[src/rtl/gcd_rr_scheduler.sv]
// Round-robin front end that shares one subtract-based GCD core among NREQ requesters.
// Optional core-abort watchdog is compiled in with `define GCD_TIMEOUT_EN.
module gcd_rr_scheduler #(
    parameter int NREQ    = 4,
    parameter int WIDTH   = 16,
    parameter int TIMEOUT = 1024
) (
    input  logic                    clk,
    input  logic                    rst_n,
    input  logic [NREQ-1:0]         req,
    input  logic [NREQ*WIDTH-1:0]   req_a,
    input  logic [NREQ*WIDTH-1:0]   req_b,
    output logic [NREQ-1:0]         gnt,
    output logic                    core_start,
    output logic [WIDTH-1:0]        core_a,
    output logic [WIDTH-1:0]        core_b,
    input  logic                    core_done,
    input  logic [WIDTH-1:0]        core_result,
    output logic                    rsp_valid,
    input  logic                    rsp_ready,
    output logic [$clog2(NREQ)-1:0] rsp_id,
    output logic [WIDTH-1:0]        rsp_result,
    output logic                    rsp_err,
    output logic                    busy
);

    localparam int ID_W = $clog2(NREQ);

    typedef enum logic [1:0] {
        IDLE  = 2'd0,
        ISSUE = 2'd1,
        WAIT  = 2'd2,
        RESP  = 2'd3
    } state_e;

    state_e            state_r;
    state_e            next_state_s;
    logic [ID_W-1:0]   ptr_r;
    logic [ID_W-1:0]   cand_s;
    logic [ID_W-1:0]   win_id_s;
    logic              any_req_s;
    logic [NREQ-1:0]   win_oh_s;
    logic [WIDTH-1:0]  win_a_s;
    logic [WIDTH-1:0]  win_b_s;
    logic              win_zero_s;
    logic              handshake_s;
    logic              timeout_s;

    logic [NREQ-1:0]   gnt_nxt_s;
    logic              core_start_nxt_s;
    logic              rsp_valid_nxt_s;
    logic              busy_nxt_s;

    logic [NREQ-1:0]   gnt_r;
    logic              core_start_r;
    logic [WIDTH-1:0]  core_a_r;
    logic [WIDTH-1:0]  core_b_r;
    logic              rsp_valid_r;
    logic [ID_W-1:0]   rsp_id_r;
    logic [WIDTH-1:0]  rsp_result_r;
    logic              rsp_err_r;
    logic              busy_r;

    assign handshake_s = rsp_valid_r & rsp_ready;

    // Round-robin search: first set req bit strictly after the last winner, wrapping
    always_comb begin
        any_req_s = 1'b0;
        win_id_s  = '0;
        cand_s    = '0;
        for (int k = 1; k <= NREQ; k++) begin
            cand_s = ID_W'((int'(ptr_r) + k) % NREQ);
            if (!any_req_s && req[cand_s]) begin
                any_req_s = 1'b1;
                win_id_s  = cand_s;
            end else begin
                win_id_s  = win_id_s;
            end
        end
        win_oh_s           = '0;
        win_oh_s[win_id_s] = any_req_s;
        win_a_s            = req_a[int'(win_id_s)*WIDTH +: WIDTH];
        win_b_s            = req_b[int'(win_id_s)*WIDTH +: WIDTH];
        win_zero_s         = (win_a_s == '0) || (win_b_s == '0);
    end

`ifdef GCD_TIMEOUT_EN
    localparam int CNT_W = $clog2(TIMEOUT + 1);
    logic [CNT_W-1:0] wait_cnt_r;

    // WAIT-cycle counter, cleared while the core is being started
    always_ff @(posedge clk) begin
        if (!rst_n) begin
            wait_cnt_r <= '0;
        end else if (state_r == ISSUE) begin
            wait_cnt_r <= '0;
        end else if (state_r == WAIT) begin
            wait_cnt_r <= wait_cnt_r + CNT_W'(1);
        end else begin
            wait_cnt_r <= wait_cnt_r;
        end
    end

    assign timeout_s = (state_r == WAIT) && (wait_cnt_r == CNT_W'(TIMEOUT - 1));
`else
    assign timeout_s = 1'b0;
`endif

    // FSM state register
    always_ff @(posedge clk) begin
        if (!rst_n) begin
            state_r <= IDLE;
        end else begin
            state_r <= next_state_s;
        end
    end

    // FSM next-state logic; zero operands bypass the core entirely
    always_comb begin
        next_state_s = state_r;
        case (state_r)
            IDLE: begin
                if (any_req_s) begin
                    next_state_s = win_zero_s ? RESP : ISSUE;
                end else begin
                    next_state_s = IDLE;
                end
            end
            ISSUE: next_state_s = WAIT;
            WAIT: begin
                if (core_done || timeout_s) begin
                    next_state_s = RESP;
                end else begin
                    next_state_s = WAIT;
                end
            end
            RESP: begin
                if (handshake_s) begin
                    next_state_s = IDLE;
                end else begin
                    next_state_s = RESP;
                end
            end
            default: next_state_s = IDLE;
        endcase
    end

    // FSM output decode feeding the output registers (outputs trail the state by one cycle)
    always_comb begin
        gnt_nxt_s        = (state_r == IDLE) ? win_oh_s : '0;
        core_start_nxt_s = (state_r == ISSUE);
        rsp_valid_nxt_s  = (next_state_s == RESP) && (state_r != IDLE);
        busy_nxt_s       = (next_state_s != IDLE);
    end

    // Output registers, job latches and round-robin pointer
    always_ff @(posedge clk) begin
        if (!rst_n) begin
            gnt_r        <= '0;
            core_start_r <= 1'b0;
            core_a_r     <= '0;
            core_b_r     <= '0;
            rsp_valid_r  <= 1'b0;
            rsp_id_r     <= '0;
            rsp_result_r <= '0;
            rsp_err_r    <= 1'b0;
            busy_r       <= 1'b0;
            ptr_r        <= ID_W'(NREQ - 1);
        end else begin
            gnt_r        <= gnt_nxt_s;
            core_start_r <= core_start_nxt_s;
            rsp_valid_r  <= rsp_valid_nxt_s;
            busy_r       <= busy_nxt_s;
            if (state_r == IDLE && any_req_s) begin
                core_a_r     <= win_a_s;
                core_b_r     <= win_b_s;
                rsp_id_r     <= win_id_s;
                ptr_r        <= win_id_s;
                rsp_result_r <= win_a_s | win_b_s;
                rsp_err_r    <= 1'b0;
            end else if (state_r == WAIT && core_done) begin
                rsp_result_r <= core_result;
                rsp_err_r    <= 1'b0;
            end else if (timeout_s) begin
                rsp_result_r <= '0;
                rsp_err_r    <= 1'b1;
            end
        end
    end

    assign gnt        = gnt_r;
    assign core_start = core_start_r;
    assign core_a     = core_a_r;
    assign core_b     = core_b_r;
    assign rsp_valid  = rsp_valid_r;
    assign rsp_id     = rsp_id_r;
    assign rsp_result = rsp_result_r;
    assign rsp_err    = rsp_err_r;
    assign busy       = busy_r;

endmodule

[config.mk]
export PLATFORM = sky130hd
export DESIGN_NAME = gcd_rr_scheduler
export DESIGN_NICKNAME = d
export VERILOG_FILES = /design/src/rtl/gcd_rr_scheduler.sv
export SDC_FILE = /design/constraint.sdc
export NUM_CORES = 1
export LEC_CHECK = 0
export BUFFER_PORTS_ARGS = -buffer_cell sky130_fd_sc_hd__buf_2
export CAP_MARGIN = 20
export CORE_MARGIN = 2
export CORE_UTILIZATION = 40
export CTS_CLUSTER_DIAMETER = 50
export DETAILED_ROUTE_END_ITERATION = 10
export GPL_TIMING_DRIVEN = 0
export PLACE_DENSITY = 0.77
export SYNTH_ARGS = -nofsm -noshare
export SYNTH_HDL_FRONTEND = slang
export SYNTH_SLANG_ARGS = --single-unit
[constraint.sdc]
create_clock -name clk -period 1.95 [get_ports clk]
set_input_delay 0.2925 -clock clk [delete_from_list [all_inputs] [get_ports clk]]
set_output_delay 0.2925 -clock clk [all_outputs]
set_load 0.02 [all_outputs]
==> results.yml, run 1 <==
setup_path:
  start_kind: "flip-flop"
  cp_capture_type: "flip-flop"
  highest_net_fanout_along_the_worst_path: 5
  rr_worst_depth: 11
  rr_endpoint: "state_r[1]"
  critPathArrivalTime_ns: 2.72
  reg_to_reg_critical_path_startpoint: "ptr_r[1]"
  timing.critical_path.required_ns: 2.24
  setup.reg_to_reg.worst_slack_ns: -0.48
  timing_worst_setup_path_type: "flip-flop to flip-flop"
global_routing:
  groute.usage.overall_pct: 28.9
  pin_count_of_the_biggest_net_entering_global_routing: 11
  grt_antenna_before_repair: 1
  gr_overflow_total: 0
  grt_first_pass_wirelength_mm: 21.6
  first_global_vias: 4188
detailed_routing:
  route.vias.total: 4339
  remaining_drc_errors: 0
  number_of_optimization_iterations_in_the_first_detailed_route_pass: 5
  totalWireLength_mm: 15.4
  initialDrtViolationCount: 173
  post_drt_via_cell_ratio: 5.42
  routedWlPerCell_um: 19.3
  detail-route-antenna-nets: 0
power:
  leakage_uw: 0.00290
  powerDensity_mw_per_mm2: 901
  power.ir.vdd_worst_uv: 418
clock_tree:
  cts-htree-levels: 3
  cts_num_sinks: 61
  clk_latency_ns: 0.35
  tritoncts.num_buffers: 9
  cts_tree: "yes"
  holdBufCountCts: 0
  max-clock-path-buffers: 2
  register_clock_pin_slew_on_the_reported_worst_setup_and_hold_paths_ns: 0.07
  ctsRootBufferMaster: "sky130_fd_sc_hd__clkbuf_8"
logic_synthesis:
  yosys_warnings: 0
  post_synth.cell_area_avg_um2: 8.40
  seq_area_frac_synth_pct: 34.1
  synth-main-ff-cell: "sky130_fd_sc_hd__dfxtp_1"
  postSynthCellCount: 426
  synth_area_mm2: 0.00358
  post_synth_num_cell_types: 33
  async_reset_ff_share_pct: 0
  ys_ff_latch: 61
  postSynthNetCount: 578
  number_of_enable_flip_flop_cells_after_synthesis: 0
worst_hold_path:
  timing.hold.worst.start: "req[0]"
  worst_hold_path_type: "primary input to flip-flop"
  worstHoldEndpoint: "gnt[2]"
  worst_hold_path.num_cells: 3
floorplan:
  io_pins: 210
  die_height_um: 98.6
  floorplan.core_area_mm2: 0.00872
  initial_core_util_pct: 41.0
  rows: 34
  floorplan.die_area_mm2: 0.00972
  die_width_um: 98.6
timing:
  min_period_over_period_pct: 124
  worst_slew_margin_rel_pct: 52.3
  setup_slack_ns: -0.477
  grt_setup_unrepaired: "true"
  timing.final.crit_period_ns: 2.43
  setup_viol: 34
  timing.final.max_slew_violations: 0
  worst_pin_slew_ns: 0.716
  maxClockFrequency_mhz: 412
  finalClockSkew_ns: 0.00814
  hold-worst-slack_ns: 0.357
  timing.final.hold_violations: 0
cells_and_area:
  final_nets: 839
  layout_cell_share_with_drive_strength_beyond_1_pct: 57.5
  final.fill_count: 667
  layout-area-overhead-vs-synth_pct: 79.2
  n_antenna_cell: 0
  core_utilization_of_the_finished_layout_pct: 73.6
  postLayoutCellArea_mm2: 0.00641
status:
  failed_checks: "negative setup slack"
  outcome: "finished, violations left"
placement:
  io_buffer_count: 208
  gp_routability_congestion: 0.877
  placement.cell_area_mm2: 0.00478
  place_hpwl_mm: 10.4
job:
  max_cap_violations: 0
## stage by stage
stage / total power, µW / TNS (ns) / setup WS, ns / instances
after global routing: 6010 / -9.46 / -0.528 / 800
after global placement: 3400 / -27.08 / -0.835 / 742
after floorplan: 2770 / -0.511 / -0.150 / 426
after detailed placement: 3450 / -29.32 / -0.903 / 742
after CTS: 5220 / -4.85 / -0.369 / 779
final: 5780 / -6.79 / -0.477 / 800
## worst max path at each step
stage	start	to	slack [ns]
finish	ptr_r[1]	state_r[1]	-0.48
CTS	ptr_r[1]	state_r[1]	-0.37
global route	ptr_r[0]	state_r[1]	-0.53
detailed placement	ptr_r[1]	state_r[1]	-0.90
floorplan	ptr_r[1]	state_r[1]	-0.15
global placement	ptr_r[1]	state_r[1]	-0.83
## cells in the mapped netlist (2+ instances only)
master,count,area [µm²]
sky130_fd_sc_hd__mux2i_1,97,971
sky130_fd_sc_hd__nand2_1,74,278
sky130_fd_sc_hd__dfxtp_1,61,1220
sky130_fd_sc_hd__a21boi_0,33,248
sky130_fd_sc_hd__nor3_1,32,160
sky130_fd_sc_hd__nor2_1,21,78.8
sky130_fd_sc_hd__clkbuf_1,18,67.6
sky130_fd_sc_hd__nor2b_1,18,113
sky130_fd_sc_hd__a21oi_1,17,85.1
sky130_fd_sc_hd__nor4_1,8,50.1
sky130_fd_sc_hd__buf_2,6,30.0
sky130_fd_sc_hd__inv_1,5,18.8
sky130_fd_sc_hd__buf_6,4,45.0
sky130_fd_sc_hd__buf_1,3,11.3
sky130_fd_sc_hd__nand3_1,3,15.0
sky130_fd_sc_hd__o21ai_0,3,15.0
sky130_fd_sc_hd__a211o_1,2,17.5
sky130_fd_sc_hd__a211oi_1,2,15.0
sky130_fd_sc_hd__and3b_1,2,17.5
sky130_fd_sc_hd__buf_4,2,15.0
sky130_fd_sc_hd__nand2b_1,2,12.5
sky130_fd_sc_hd__nand4_1,2,12.5
## logic make-up (layout without fill, tap and decap cells)
group / count (synthesis) / in the layout / synth area share [%]
muxes: 97 / 97 / 27.1
AOI/OAI and AO/OA: 64 / 64 / 12.2
and+or+nand+nor: 165 / 165 / 21.2
DFF: 61 / 61 / 34.1
buffers and inverters: 38 / 304 / 5.24
other: 1 / 1 / 0.105
## cell usage in the layout, fill, tap and decap left out, drive strengths merged, types with 2 or more instances in the layout
cell,netlist,routed
a211o,2,2
a211oi,2,2
a21boi,33,33
a21oi,18,18
and3b,2,2
buf,15,264
clkbuf,18,31
clkinv,0,2
dfxtp,61,61
inv,5,5
mux2i,97,97
nand2,74,74
nand2b,2,2
nand3,3,3
nand4,2,2
nor2,21,21
nor2b,18,18
nor3,32,32
nor4,8,8
o21ai,4,4
## critical path, cell delays in order (launching register included)
cell and delay, ns:
sky130_fd_sc_hd__dfxtp_4 0.37, sky130_fd_sc_hd__buf_6 0.10, sky130_fd_sc_hd__nor2b_2 0.04, sky130_fd_sc_hd__o32a_4 0.42, sky130_fd_sc_hd__buf_16 0.17, sky130_fd_sc_hd__buf_6 0.13, sky130_fd_sc_hd__mux2i_1 0.26, sky130_fd_sc_hd__mux2i_4 0.15
sky130_fd_sc_hd__nor4_1 0.32, sky130_fd_sc_hd__nand4_1 0.15, sky130_fd_sc_hd__nand2_1 0.13, sky130_fd_sc_hd__a31o_1 0.13
## metal layers
layer / global-route usage, % / wire [µm] / up-vias
li1: - / - / 2024
met1: 34.4 / 6150 / 2056
met2: 51.4 / 7730 / 225
met3: 6.31 / 1130 / 34
met4: 10.1 / 422 / 0
met5: 0 / 0 / -
## what timing repair did
action / CTS / global route
endpoints found under the setup margin: 55 / 53
gates cloned: 3 / 3
resized for setup: 140 / 93
buffers inserted: 20 / 20
pin swaps: 14 / 20
## registers in the layout, summed over array words and instances, names as in the netlist
| signal | flops |
|---|---|
| ptr_r | 2 |
| busy | 1 |
| rsp_result | 16 |
| core_a | 16 |
| core_start | 1 |
| core_b | 16 |
| rsp_valid | 1 |
| rsp_id | 2 |
| state_r | 2 |
| gnt | 4 |
## power breakdown
group	switching [µW]	leakage (µW)	internal, µW
combinational	1600	0.00230	1500
sequential	97.5	0.000504	1430
clock	528	0.0000964	622
total	2230	0.00290	3550
## layout make-up
class | instances | area, µm² | area share [%]
clock inverter | 4 | 47.5 | 0.741
clock buffer | 12 | 145 | 2.26
buffer | 30 | 273 | 4.25
sequential | 61 | 1230 | 19.1
inverter | 5 | 18.8 | 0.293
timing repair buffer | 253 | 1590 | 24.8
multi-input combinational | 327 | 2980 | 46.4
tap | 108 | 135 | 2.11
Note: power is estimated with default switching activity, not from simulation.
==> run 2, diff against run 1 <==
--- a/config.mk
+++ b/config.mk
@@ -12,6 +12,7 @@
 export CTS_CLUSTER_DIAMETER = 50
 export DETAILED_ROUTE_END_ITERATION = 10
 export GPL_TIMING_DRIVEN = 0
+export MAX_ROUTING_LAYER = met4
 export PLACE_DENSITY = 0.77
 export SYNTH_ARGS = -nofsm -noshare
 export SYNTH_HDL_FRONTEND = slang
==> run 2 against run 1 <==
Compared with the run above: the flow still finishes with violations (negative setup slack); final cell count unchanged; largest cell class unchanged; critical path type unchanged; utilization is 1.5 points higher; register-to-register slack improved by 0.03 ns; clock skew shrank 0.0023 ns; critical path depth did not move; largest power group unchanged.
==> results.yml, run 2 (synthesis results as in run 1) <==
floorplan:
  die_width_um: 98.6
  io_pins: 210
  floorplan.die_area_mm2: 0.00972
  floorplan.core_area_mm2: 0.00872
  rows: 34
  initial_core_util_pct: 41.0
  die_height_um: 98.6
timing:
  timing.final.max_slew_violations: 0
  worst_slew_margin_rel_pct: 51.3
  worst_pin_slew_ns: 0.731
  finalClockSkew_ns: 0.00588
  hold-worst-slack_ns: 0.355
  min_period_over_period_pct: 123
  setup_slack_ns: -0.444
  maxClockFrequency_mhz: 418
  timing.final.hold_violations: 0
  timing.final.crit_period_ns: 2.39
  tns_ns: -6.91
  grt_setup_unrepaired: "true"
  setup_viol: 42
cells_and_area:
  core_utilization_of_the_finished_layout_pct: 75.0
  layout-area-overhead-vs-synth_pct: 82.8
  mostFrequentLayoutCells: "212 x sky130_fd_sc_hd__buf_2, 66 x sky130_fd_sc_hd__nand2_1, 59 x sky130_fd_sc_hd__dfxtp_1"
  final_common_cell: "sky130_fd_sc_hd__buf_2"
  n_antenna_cell: 0
  final_nets: 839
  layout_cell_share_with_drive_strength_beyond_1_pct: 58.1
  postLayoutCellArea_mm2: 0.00654
power:
  leakage_uw: 0.00292
  powerDensity_mw_per_mm2: 897
  power.ir.vdd_worst_uv: 466
detailed_routing:
  route.vias.total: 4399
  routedWlPerCell_um: 19.8
  post_drt_via_cell_ratio: 5.50
  detail-route-antenna-nets: 0
  initialDrtViolationCount: 283
  totalWireLength_mm: 15.8
  remaining_drc_errors: 0
  number_of_optimization_iterations_in_the_first_detailed_route_pass: 5
placement:
  place_hpwl_mm: 10.4
  io_buffer_count: 208
  gp_routability_congestion: 0.881
  placement.cell_area_mm2: 0.00478
global_routing:
  grt_antenna_before_repair: 0
  groute.usage.overall_pct: 30.7
  gr_overflow_total: 0
  pin_count_of_the_biggest_net_entering_global_routing: 11
  first_global_vias: 4512
  grt_first_pass_wirelength_mm: 22.5
clock_tree:
  ctsRootBufferMaster: "sky130_fd_sc_hd__clkbuf_8"
  cts-htree-levels: 3
  clk_latency_ns: 0.34
  max-clock-path-buffers: 2
  tritoncts.num_buffers: 9
  holdBufCountCts: 0
  cts_num_sinks: 61
  register_clock_pin_slew_on_the_reported_worst_setup_and_hold_paths_ns: 0.07
  cts_tree: "yes"
setup_path:
  critPathArrivalTime_ns: 2.68
  cp_capture_type: "flip-flop"
  start_kind: "flip-flop"
  reg_to_reg_critical_path_startpoint: "ptr_r[1]"
  timing_worst_setup_path_type: "flip-flop to flip-flop"
  timing.critical_path.from: "ptr_r[1]"
  highest_net_fanout_along_the_worst_path: 5
  timing.critical_path.required_ns: 2.23
status:
  failed_checks: "negative setup slack"
  outcome: "finished, violations left"
worst_hold_path:
  worst_hold_path_type: "primary input to flip-flop"
  timing.hold.worst.start: "core_result[4]"
job:
  max_cap_violations: 0
## run 2: final cells by class
type                       count  area [µm²]
clock buffer                  12         145
timing repair buffer         253        1610
sequential                    61        1230
multi-input combinational    327        3050
fill                         597        2180
tap                          108         135
inverter                       5        18.8
buffer                        30         310
clock inverter                 4        47.5
## run 2: critical path: stages (launching register included)
cell and delay (ns):
sky130_fd_sc_hd__dfxtp_4 0.37, sky130_fd_sc_hd__buf_6 0.10, sky130_fd_sc_hd__nor2b_2 0.04, sky130_fd_sc_hd__o32a_4 0.40, sky130_fd_sc_hd__buf_4 0.17, sky130_fd_sc_hd__buf_6 0.14
sky130_fd_sc_hd__mux2i_1 0.27, sky130_fd_sc_hd__mux2i_4 0.13, sky130_fd_sc_hd__nor4_2 0.30, sky130_fd_sc_hd__nand4_1 0.16, sky130_fd_sc_hd__nand2_1 0.14, sky130_fd_sc_hd__a31o_1 0.13
## run 2: worst paths after layout
check                   to  slack (ns)  cells past startpoint
min reg2reg      core_a[0]        0.45                      2
max             state_r[1]       -0.44                     11
min          rsp_result[4]        0.35                      5
max reg2reg     state_r[1]       -0.44                     11
## run 2: per-stage QoR
step | total power (µW) | worst slack, ns | std cells
floorplan | 2770 | -0.150 | 426
global placement | 3400 | -0.835 | 742
detailed placement | 3450 | -0.910 | 742
CTS | 5250 | -0.372 | 783
global route | 6100 | -0.532 | 800
finish | 5870 | -0.444 | 800
## run 2: timing repair
item / in CTS / in global routing
pin swaps: 31 / 18
gates resized for setup: 156 / 102
buffers inserted: 23 / 16
setup endpoints to repair: 54 / 54
gates cloned: 4 / 3
## run 2: power by group
| group | leakage, µW | total (µW) | switching (µW) | internal (µW) |
|---|---|---|---|---|
| clock network | 0.0000964 | 1120 | 502 | 622 |
| registers | 0.000504 | 1530 | 104 | 1430 |
| logic | 0.00232 | 3210 | 1660 | 1550 |
## run 2: per-layer routing
metal | up-vias | track usage (%) | part of all wire (%)
li1 | 2024 | - | -
met4 | 0 | 12.8 | 3.2
met1 | 2083 | 35.2 | 38
met5 | - | - | 0
met3 | 47 | 5.89 | 7.6
met2 | 245 | 52.5 | 51
